<file path="src/rtl/op_demux_1x2_32bit.sv">
// Routes issue-stage operands to the cla (path 0) or mod (path 1) slot and
// records each routing decision in an in-order select FIFO for the result mux.
//
// slot state | meaning
// EMPTY      | outN_valid = 0, slot can take an operand
// FULL       | outN_valid = 1, operand held until the consumer drains it
module op_demux_1x2_32bit #(
  parameter int ORDER_DEPTH = 4,
  parameter int ORDER_AW    = 2
) (
  input  logic                clk,
  input  logic                reset,
  input  logic                in_valid,
  output logic                in_ready,
  input  logic [31:0]         in_data,
  input  logic                in_sel,
  output logic                out0_valid,
  input  logic                out0_ready,
  output logic [31:0]         out0_data,
  output logic                out1_valid,
  input  logic                out1_ready,
  output logic [31:0]         out1_data,
  output logic                order_valid,
  output logic                order_sel,
  input  logic                order_pop,
  output logic [ORDER_AW:0]   order_count
);

  localparam logic [ORDER_AW:0]   CNT_FULL = (ORDER_AW+1)'(ORDER_DEPTH);
  localparam logic [ORDER_AW:0]   CNT_ONE  = (ORDER_AW+1)'(1);
  localparam logic [ORDER_AW-1:0] PTR_ONE  = ORDER_AW'(1);

  logic                   drain0;
  logic                   drain1;
  logic                   pop;
  logic                   accept;
  logic                   load0;
  logic                   load1;
  logic                   slot_free;
  logic                   fifo_room;
  logic [ORDER_DEPTH-1:0] order_mem;
  logic [ORDER_AW-1:0]    wr_ptr;
  logic [ORDER_AW-1:0]    rd_ptr;

  assign drain0      = out0_valid & out0_ready;
  assign drain1      = out1_valid & out1_ready;
  assign order_valid = (order_count != '0);
  assign pop         = order_pop & order_valid;
  assign order_sel   = order_mem[rd_ptr];

  // A draining slot or a popping FIFO frees its space in the same cycle.
  assign slot_free = in_sel ? (~out1_valid | drain1) : (~out0_valid | drain0);
  assign fifo_room = (order_count < CNT_FULL) | pop;
  assign in_ready  = slot_free & fifo_room;

  assign accept = in_valid & in_ready;
  assign load0  = accept & ~in_sel;
  assign load1  = accept & in_sel;

  always_ff @(posedge clk) begin
    if (reset) begin
      out0_valid <= 1'b0;
      out0_data  <= '0;
    end else if (load0) begin
      out0_valid <= 1'b1;
      out0_data  <= in_data;
    end else if (drain0) begin
      out0_valid <= 1'b0;
    end
  end

  always_ff @(posedge clk) begin
    if (reset) begin
      out1_valid <= 1'b0;
      out1_data  <= '0;
    end else if (load1) begin
      out1_valid <= 1'b1;
      out1_data  <= in_data;
    end else if (drain1) begin
      out1_valid <= 1'b0;
    end
  end

  always_ff @(posedge clk) begin
    if (reset) begin
      order_mem   <= '0;
      wr_ptr      <= '0;
      rd_ptr      <= '0;
      order_count <= '0;
    end else begin
      if (accept) begin
        order_mem[wr_ptr] <= in_sel;
        wr_ptr            <= wr_ptr + PTR_ONE;
      end
      if (pop) begin
        rd_ptr <= rd_ptr + PTR_ONE;
      end
      if (accept && !pop) begin
        order_count <= order_count + CNT_ONE;
      end else if (!accept && pop) begin
        order_count <= order_count - CNT_ONE;
      end
    end
  end

endmodule

</file>
<file path="config.mk">
export PLATFORM = sky130hd
export DESIGN_NAME = op_demux_1x2_32bit
export DESIGN_NICKNAME = d
export VERILOG_FILES = /design/src/rtl/op_demux_1x2_32bit.sv
export SDC_FILE = /design/constraint.sdc
export NUM_CORES = 1
export LEC_CHECK = 0
export CORE_ASPECT_RATIO = 0.9
export CORE_MARGIN = 8
export CORE_UTILIZATION = 46
export CTS_BUF_LIST = sky130_fd_sc_hd__clkbuf_4
export CTS_CLUSTER_SIZE = 8
export DETAILED_ROUTE_END_ITERATION = 6
export PLACE_DENSITY = 0.82
export SYNTH_ARGS = -nofsm -noshare
export SYNTH_HDL_FRONTEND = slang
export SYNTH_SLANG_ARGS = --single-unit
</file>
<file path="constraint.sdc">
create_clock -name clk -period 2.6 [get_ports clk]
set_input_delay 0.52 -clock clk [delete_from_list [all_inputs] [get_ports clk]]
set_output_delay 0.52 -clock clk [all_outputs]
set_load 0.05 [all_outputs]
</file>
# Word level (Yosys, flattened, before mapping)
# Index checks and enable logic that the tools add are counted.
[totals]
register_bits = 77
[classes]
n_addsub = 4
magnitude_cmp = 4
mux = 12
n_bitwise = 13
reduce_logical = 9
[ops]
columns = ["operator", "n"]
rows = [
  ["$and A1 B1 Y1", 7],
  ["$mux W1", 7],
  ["$lt A2 B3 Y1 const B", 2],
  ["$mux W3", 2],
  ["$reduce_bool A2 Y1", 3],
  ["$add A2 B1 Y2 const B", 2],
  ["$bwmux W4", 1],
  ["$add A3 B1 Y3 const B", 1],
  ["$logic_and A1 B1 Y1", 3],
  ["$lt A3 B3 Y1 const B", 1],
  ["$not A1 Y1", 3],
  ["$or A1 B1 Y1", 3],
  ["$reduce_bool A3 Y1", 1],
  ["$sub A3 B1 Y3 const B", 1],
  ["$bmux W1 S2", 1],
  ["$demux W1 S2", 1],
  ["$ge A2 B1 Y1 const B", 1],
  ["$logic_not A1 Y1", 2],
]

# Logic depth before layout (Yosys ltp)
# Gate-level depths: netlist of the first run.
[depth]
depth_word = 9
depth_mapped = 9

# Worst setup path after synthesis of the first run
# No wires, ideal clock.
[synth_timing]
kind = "flip-flop to flip-flop"
from = "reg order_count[1]"
to = "reg order_count[2]"
t_arrival_ns = 2.525
setup_slack_ns = 0.005
path_stages_with_launch = 9
path_buffers = 0
period_less_slack_ns = 2.595
cell_sequence = "dfxtp_1 -> or3_1 -> nand2_1 -> ha_1 -> inv_1 -> fa_1 -> xor2_1 -> or3_1 -> a21oi_1"
[synth_via]
elab_chain_len = 8
elab_cells_between_ends = 15
classes_between = "add/sub: 2; order compare: 1; mux: 2; bitwise: 4; reduce/logical: 6"
[synth_rtl]
columns = ["item", "line_no", "rtl"]
rows = [
  ["start: declaration", "26", "output logic [ORDER_AW:0] order_count"],
  ["start signal: assignment", "99", "order_count <= order_count + CNT_ONE;"],
  ["start signal: assignment", "101", "order_count <= order_count - CNT_ONE;"],
  ["$reduce_bool A3 Y1 (*)", "47", "assign order_valid = (order_count != '0);"],
  ["via order_valid", "23", "output logic order_valid,"],
  ["$and A1 B1 Y1 (*)", "48", "assign pop = order_pop & order_valid;"],
  ["$or A1 B1 Y1", "53", "assign fifo_room = (order_count < CNT_FULL) | pop;"],
  ["$and A1 B1 Y1", "54", "assign in_ready = slot_free & fifo_room;"],
  ["$and A1 B1 Y1", "56", "assign accept = in_valid & in_ready;"],
  ["$logic_not A1 Y1", "100", "end else if (!accept && pop) begin"],
  ["$logic_and A1 B1 Y1", "100", ""],
  ["$reduce_bool A2 Y1 (no source line)", "-", ""],
]
# The timed path passes the listed nets; every way through them passes the cells marked *. The select of a mux whose other input is x is not followed.
# A chain may end at the register's enable or synchronous reset.

# Final worst setup path of the first run
[layout_timing]
from = "reg order_count[1]"
to = "out order_valid"
[layout_via]
elab_chain_len = 1
[layout_rtl]
columns = ["item", "line_no"]
rows = [
  ["$reduce_bool A3 Y1", "47"],
  ["end: declaration", "23"],
]
# No other way between the ends.

==> results of run 1 <==
metrics by stage:
step | setup WS (ps) | total power, mW | instance area, um^2
after floorplan | 4.98 | 2.12 | 3040
after detailed placement | -54.6 | 2.50 | 4240
after CTS | 117 | 3.17 | 4360
after global routing | 49.6 | 3.31 | 4360
final | 149 | 3.14 | 4360
after global placement | 38.3 | 2.48 | 4240
placed cells by master (no fill, tap or decap), types with 2 or more instances in the layout:
master             n
buf_4             13
or3_1              2
a21oi_1           36
ha_1               5
dfxtp_1           77
nand2b_1           7
clkinv_2           3
buf_12             3
xor2_1             4
clkbuf_4           9
mux2i_1            6
a21oi_2           31
clkdlybuf4s50_1  107
inv_1              3
nand2_1          133
nor2_1             6
metal layers:
metal | track usage [%] | vias up
li1 | - | 1355
met1 | 19.5 | 1280
met2 | 29.3 | 85
met3 | 6.98 | 19
met4 | 8.18 | 0
met5 | 0 | -
layout make-up:
class / instances / area (um^2) / area share [%]
clock buffers: 9 / 67.6 / 1.55
clock inverters: 5 / 53.8 / 1.23
inverters: 3 / 11.3 / 0.258
multi-input cells: 243 / 1330 / 30.5
flip-flops and latches: 77 / 1540 / 35.4
well taps: 90 / 113 / 2.58
repair buffers: 125 / 1240 / 28.5
repair_timing:
| item | 4_1_cts | 5_1_grt |
|---|---|---|
| hold buffers | 0 | 0 |
| endpoints found under the setup margin | 1 | 0 |
| gates resized for setup | 1 | 0 |
worst paths after layout:
path                                        to  slack, ps  cells past startpoint
worst max register to register  order_count[2]        400                      8
worst max-delay path               order_valid        150                      2
worst min register to register    out0_data[7]        460                      2
worst min-delay path              out0_data[7]        460                      2
cell families (layout without fill, tap and decap cells):
group                      Yosys count  after routing  synth area share, %
AOI/OAI and AO/OA                   70             70                 15.7
muxes                                7              7                 2.72
adders and majority gates            6              6                 2.72
xor gates and xnor gates             5              5                 1.44
DFF                                 77             77                 50.7
buffers and inverters               26            142                 5.51
and+or+nand+nor                    155            155                 21.2
state kept, by name (all words and copies together), names as in the netlist:
register     count
out1_valid       1
out0_valid       1
rd_ptr           2
wr_ptr           2
order_mem        4
out0_data       32
order_count      3
out1_data       32
critical path, cell delays in order (launching register included):
cell and delay [ps]:
dfxtp_1 370, or3_1 430, clkdlybuf4s50_1 720
power by group through the flow:
stage	logic [mW]	registers [mW]	clock network, mW
after global routing	1.18	1.38	0.745
final	1.10	1.37	0.674
after floorplan	0.444	1.67	0
after global placement	1.09	1.39	0
after detailed placement	1.11	1.39	0
after CTS	1.11	1.37	0.692
synthesized netlist by cell type:
library cell / number / area share (%)
buf_6: 6 / 2.2
fa_1: 1 / 0.66
or3_1: 2 / 0.41
nand4_1: 1 / 0.21
nand2b_1: 7 / 1.4
dfxtp_1: 77 / 51
nand2b_4: 1 / 0.45
clkbuf_1: 3 / 0.37
ha_1: 5 / 2.1
inv_1: 3 / 0.37
and4_1: 1 / 0.29
o211a_1: 1 / 0.33
and4b_1: 1 / 0.33
nand3b_1: 1 / 0.25
o2111a_1: 1 / 0.37
buf_4: 3 / 0.74
nor2_1: 6 / 0.74
o21ai_0: 1 / 0.16
nand4b_2: 1 / 0.49
a21oi_2: 31 / 8.9
xnor2_1: 1 / 0.29
xor2_1: 4 / 1.2
buf_2: 11 / 1.8
mux4_2: 1 / 0.74
a21oi_1: 36 / 5.9
nand2_1: 133 / 16
mux2i_1: 6 / 2.0
nand3_1: 1 / 0.16
==> metrics.cfg, run 1 <==
[die]
start_util_pct = 46.9
die_h_um = 93.1
boundaryPins = 111
rows = 28
die_w_um = 102
core_um2 = 6480
dieArea_um2 = 9470

[power]
seqPwrFrac_pct = 43.5
p_leak_nw = 1.60
power.share.combinational_pct = 35.1
p_per_area_nw_per_um2 = 721
ir_drop_v = 0.000470
p_clk_share_pct = 21.4
switching_share_pct = 37.0
p_sw_mw = 1.16
p_int_mw = 1.98

[timing]
max_freq_mhz = 408
setup_violations = 0
skew_ps = 15.5
tns_ps = 0
min_period_ps = 2450
whs_ps = 462
finalMaxSlewViolations = 0
min_period_over_period_pct = 94.3
hold_violations = 0
tightest_slew_ps = 585
slew_headroom_pct = 61.0
rsz0062_at_grt = no

[cts]
clkTransAtPathRegs_ps = 120
clk_latency_ps = 410
cts_tree = built
cts.path.max_buffers = 2
h-tree-depth = 3
cts_root_buf = clkbuf_4
cts_buffers = 9
cts.sinks = 77
post_cts.repair.setup_buffers = 0

[yosys]
ys_warn_count = 0
syn_area_per_cell_um2 = 8.79
syn_nets = 391
ys_ff_latch = 77
synth.distinct_cells = 28
netlist_area_um2 = 3040
synthCells = 346
seq_area_frac_synth_pct = 50.7

[worst_hold_path]
worst_hold_path_type = flip-flop to flip-flop
min_from = out0_data[7]

[routing]
wl_per_cell_um = 14.8
drc_errors = 0
dr.pass1.iters = 4
wirelength_um = 8170
num_vias = 2739
topRoutingLayerUsed = met4
viasPerCell = 4.96
dr_wl_met3_um = 684
drt_iter0_drc = 95
met1_length_um = 3380
ant_nets = 0
routed-wl-met2_um = 3880

[setup_path]
crit_fanout = 4
path_class = flip-flop to output port
critPathRequiredTime_ps = 2080
crit_start = order_count[1]
worstPathArrival_ps = 1930
timing.rr.start = order_count[1]
start_kind = flip-flop
endpoint_kind = output port

[global_route]
grt_pass1_wl_um = 13300
antenna_found_initial = 0
gr-total-overflow = 0
track_usage_pct = 17.7
grt_start_max_net_pins = 33
grt_pass1_vias = 2731

[place]
place.gp.congestion = 0.714
dpl.hpwl_um = 5860
place_inst = 538
place.port_buffers = 110

[finish]
antenna_cells = 0
syn2layout_area_growth_pct = 43.4
post-route-util_pct = 67.3
layout.nets = 504
fill_cells = 523
final_cell_count_no_fill = 552
layout-drive-gt1-share_pct = 14.1

[status]
status = complete, no violations

[run]
cap_violations = 0

Note: power is estimated with default switching activity, not from simulation.
==> run 2, diff against run 1 <==
- CORE_UTILIZATION: 46 -> 40
- PLACE_DENSITY: 0.82 -> 0.73
==> run 2 against run 1 <==
Net effect: register-to-register slack worse by 20 ps; global-route usage is 1.4 points lower; clock skew is 2.0 ps higher; clock-buffer cell count stayed put; cell count is 0.72% higher; sequential cell count stayed put; maximum frequency is 0.49% higher; highest routed layer unchanged; critical path type unchanged; non-clock buffer count is 2 lower; hold slack worse by 1.9 ps.
==> metrics.cfg, run 2 (same netlist as run 1, synthesis figures left out) <==
[place]
dpl.hpwl_um = 6190
pre_cts_slack_ps = -53.9
place_inst = 542
place.port_buffers = 110
place.gp.congestion = 0.736

[routing]
wl_per_cell_um = 15.4
drt_iter0_drc = 81
wirelength_um = 8540
ant_nets = 0
drc_errors = 0
viasPerCell = 4.90
dr.pass1.iters = 4
num_vias = 2724

[timing]
skew_ps = 17.5
tightest_slew_ps = 553
slew_headroom_pct = 63.0
max_freq_mhz = 410
setup_violations = 0
hold_violations = 0
fin_ws_ps = 161
min_period_ps = 2440
rsz0062_at_grt = no
finalMaxSlewViolations = 0
min_period_over_period_pct = 93.8
whs_ps = 460

[die]
boundaryPins = 111
start_util_pct = 40.7
die_w_um = 108
die_h_um = 98.7
rows = 30
dieArea_um2 = 10700
core_um2 = 7470

[setup_path]
regToRegEndpoint = order_count[2]
worstPathArrival_ps = 1920
path_class = flip-flop to output port
timing.rr.start = order_count[2]
critical-path-slowest-cell = clkdlybuf4s50_1
critPathRequiredTime_ps = 2080
crit_chain = or3_1, clkdlybuf4s50_1
crit_fanout = 5
crit_start = order_count[2]
critPathCapture = order_valid
endpoint_kind = output port
reg2reg_depth = 8
max_stage_delay_ps = 730
regToRegSetupSlack_ps = 380
start_kind = flip-flop

[status]
status = complete, no violations

[finish]
mostFrequentLayoutCells = nand2_1, clkdlybuf4s50_1, dfxtp_1, a21oi_1, a21oi_2
syn2layout_area_growth_pct = 43.6
layout_commonest_cell = nand2_1
layout-drive-gt1-share_pct = 13.5
post-route-util_pct = 58.4
layout.nets = 502
antenna_cells = 0
largestRegisters = out0_data: 32 flops, out1_data: 32 flops, order_mem: 4 flops
final_cell_count_no_fill = 556

[global_route]
grt_start_max_net_pins = 34
antenna_found_initial = 0
grt_pass1_wl_um = 13900
gr-total-overflow = 0
track_usage_pct = 16.3
grt_pass1_vias = 2793

[cts]
post_cts.repair.setup_buffers = 0
cts_tree = built
h-tree-depth = 3
hold_buffers = 0
clk_latency_ps = 410
cts_resized = 1
cts.path.max_buffers = 2
clkTransAtPathRegs_ps = 100
cts_root_buf = clkbuf_4
cts_buffers = 9
cts.sinks = 77

[power]
p_leak_nw = 1.58
ir_drop_v = 0.000403
p_per_area_nw_per_um2 = 718

[run]
cap_violations = 0

[worst_hold_path]
worst_hold_path_type = flip-flop to flip-flop

run 2: cell types whose count changed in the layout (fill, tap and decap cells not counted), sizes merged:
cell / previous run / this run
clkinvlp: 0 / 2
buf: 17 / 15
clkinv: 4 / 2
run 2: how the worst min path moves through the flow:
| stage | start | end | slack [ps] | cells after the start |
|---|---|---|---|---|
| global route | out0_data[8] | out0_data[8] | 490 | 2 |
| global placement | out0_data[23] | out0_data[23] | 440 | 2 |
| finish | out1_data[9] | out1_data[9] | 460 | 2 |
| detailed placement | out1_data[9] | out1_data[9] | 450 | 2 |
| floorplan | order_mem[2] | order_mem[2] | 450 | 2 |
| CTS | out1_data[9] | out1_data[9] | 460 | 2 |
run 2: final cells by class:
cell class,instances,area (um^2)
Clock buffer,9,67.6
Tap cell,96,120
Multi-Input combinational cell,243,1330
Fill cell,657,3100
Sequential cell,77,1540
Clock inverter,5,53.8
Inverter,3,11.3
Timing Repair Buffer,123,1240
run 2: stage by stage:
| stage | setup TNS, ps | instance area, um^2 | total power [mW] |
|---|---|---|---|
| 2_1_floorplan | 0 | 3040 | 2.12 |
| 3_3_place_gp | 0 | 4250 | 2.49 |
| 3_5_place_dp | -53.9 | 4250 | 2.51 |
| 4_1_cts | 0 | 4370 | 3.18 |
| 5_1_grt | 0 | 4370 | 3.31 |
| 6_report | 0 | 4370 | 3.14 |
run 2: power breakdown:
group	internal (mW)	total, mW	switching (mW)
combinational	0.414	1.11	0.693
clock	0.278	0.662	0.384
sequential	1.28	1.37	0.0813
total	1.98	3.14	1.16
run 2: layer usage:
metal	vias to the layer above	share of wire [%]	track usage, %
met5	-	0	0
met4	0	1.4	5.12
met3	10	8.3	7.11
met2	76	49	28.5
met1	1293	41	17.1
li1	1345	-	-
run 2: worst max-delay path: cells and delay by family, from the launching register on:
| family | cells | cell delay (ps) |
|---|---|---|
| buf+inv | 1 | 730 |
| flops | 1 | 380 |
| simple gates | 1 | 420 |
==> run 3, diff against run 2 <==
- SKIP_CTS_REPAIR_TIMING: default -> 1
==> run 3 against run 2 <==
Net effect: sequential power hardly changed; register-to-register slack hardly changed; clock-buffer cell count stayed put; maximum frequency hardly changed; final area hardly changed; die area stayed put; hold slack stayed put; clock skew hardly changed; power hardly changed; critical endpoint unchanged.
==> metrics.cfg, run 3 (same netlist as run 1, synthesis figures left out) <==
[die]
dieArea_um2 = 10700
boundaryPins = 111
die_w_um = 108
core_um2 = 7470
die_h_um = 98.7
start_util_pct = 40.7
rows = 30

[power]
ir_drop_v = 0.000403
p_per_area_nw_per_um2 = 718
p_leak_nw = 1.59
power_mw = 3.14

[setup_path]
endpoint_kind = output port
start_kind = flip-flop
max_stage_delay_ps = 730
crit_fanout = 5
crit_chain = or3_1, clkdlybuf4s50_1
worstPathArrival_ps = 1920
path_class = flip-flop to output port
critPathRequiredTime_ps = 2080
critical-path-slowest-cell = clkdlybuf4s50_1
reg2reg_depth = 8

[cts]
clk_latency_ps = 410
cts.sinks = 77
cts_root_buf = clkbuf_4
cts_tree = built
cts.path.max_buffers = 2
h-tree-depth = 3
clkTransAtPathRegs_ps = 100
cts_buffers = 9

[routing]
ant_nets = 0
drt_iter0_drc = 81
wl_per_cell_um = 15.4
num_vias = 2721
wirelength_um = 8540
viasPerCell = 4.89
drc_errors = 0
dr.pass1.iters = 4

[global_route]
antenna_found_initial = 0
gr-total-overflow = 0
track_usage_pct = 16.3
grt_pass1_vias = 2793
grt_pass1_wl_um = 13900
grt_start_max_net_pins = 34

[timing]
fin_ws_ps = 161
whs_ps = 460
min_period_ps = 2440
min_period_over_period_pct = 93.8
slew_headroom_pct = 63.0
rsz0062_at_grt = no
tns_ps = 0
tightest_slew_ps = 553
finalMaxSlewViolations = 0
skew_ps = 17.5
hold_violations = 0
max_freq_mhz = 410
setup_violations = 0

[finish]
layout-drive-gt1-share_pct = 13.5
layout_commonest_cell = nand2_1
post-route-util_pct = 58.5
antenna_cells = 0
fill_cells = 655
final_cell_count_no_fill = 556
regArea_um2 = 1540
mostFrequentLayoutCells = nand2_1, clkdlybuf4s50_1, dfxtp_1, a21oi_1, a21oi_2
multi_input_area_um2 = 1330
layout.nets = 502
largestRegisters = out0_data: 32 flops, out1_data: 32 flops, order_mem: 4 flops
syn2layout_area_growth_pct = 43.7
final_area_um2 = 4370

[place]
placed_area_um2 = 4250
place.gp.congestion = 0.736
pre_cts_slack_ps = -53.9
dpl.hpwl_um = 6190
place_inst = 542
place.port_buffers = 110

[run]
cap_violations = 0

[worst_hold_path]
worst_hold_path_type = flip-flop to flip-flop
whs_path_depth = 2

[status]
status = complete, no violations

## run 3: routing by layer
layer,part of all wire [%],track usage (%)
met5,0,0
met2,49,28.5
met1,42,17.1
met3,8.2,7.11
met4,1.4,5.12
## run 3: report_power, final
part / internal, mW / switching [mW]
Sequential: 1.28 / 0.0814
Combinational: 0.416 / 0.693
Clock: 0.278 / 0.384
## run 3: area by class of cell
type	instances	share of cell area (%)
clock inverters	5	1.23
well taps	96	2.75
flip-flops and latches	77	35.3
multi-input cells	243	30.5
clock buffers	9	1.55
inverters	3	0.258
repair buffers	123	28.5
## run 3: worst max-delay path, delay by kind of cell, from the launching register on
kind          cells  cell delay, ps
buf+inv           1             730
flops             1             380
simple gates      1             420
## run 3: path summary, 6_finish.rpt
check / startpoint / endpoint / slack [ps]
setup / recovery: order_count[2] / order_valid / 160
hold / removal: out1_data[9] / out1_data[9] / 460
hold reg to reg: out1_data[9] / out1_data[9] / 460
setup reg to reg: order_count[2] / order_count[2] / 380
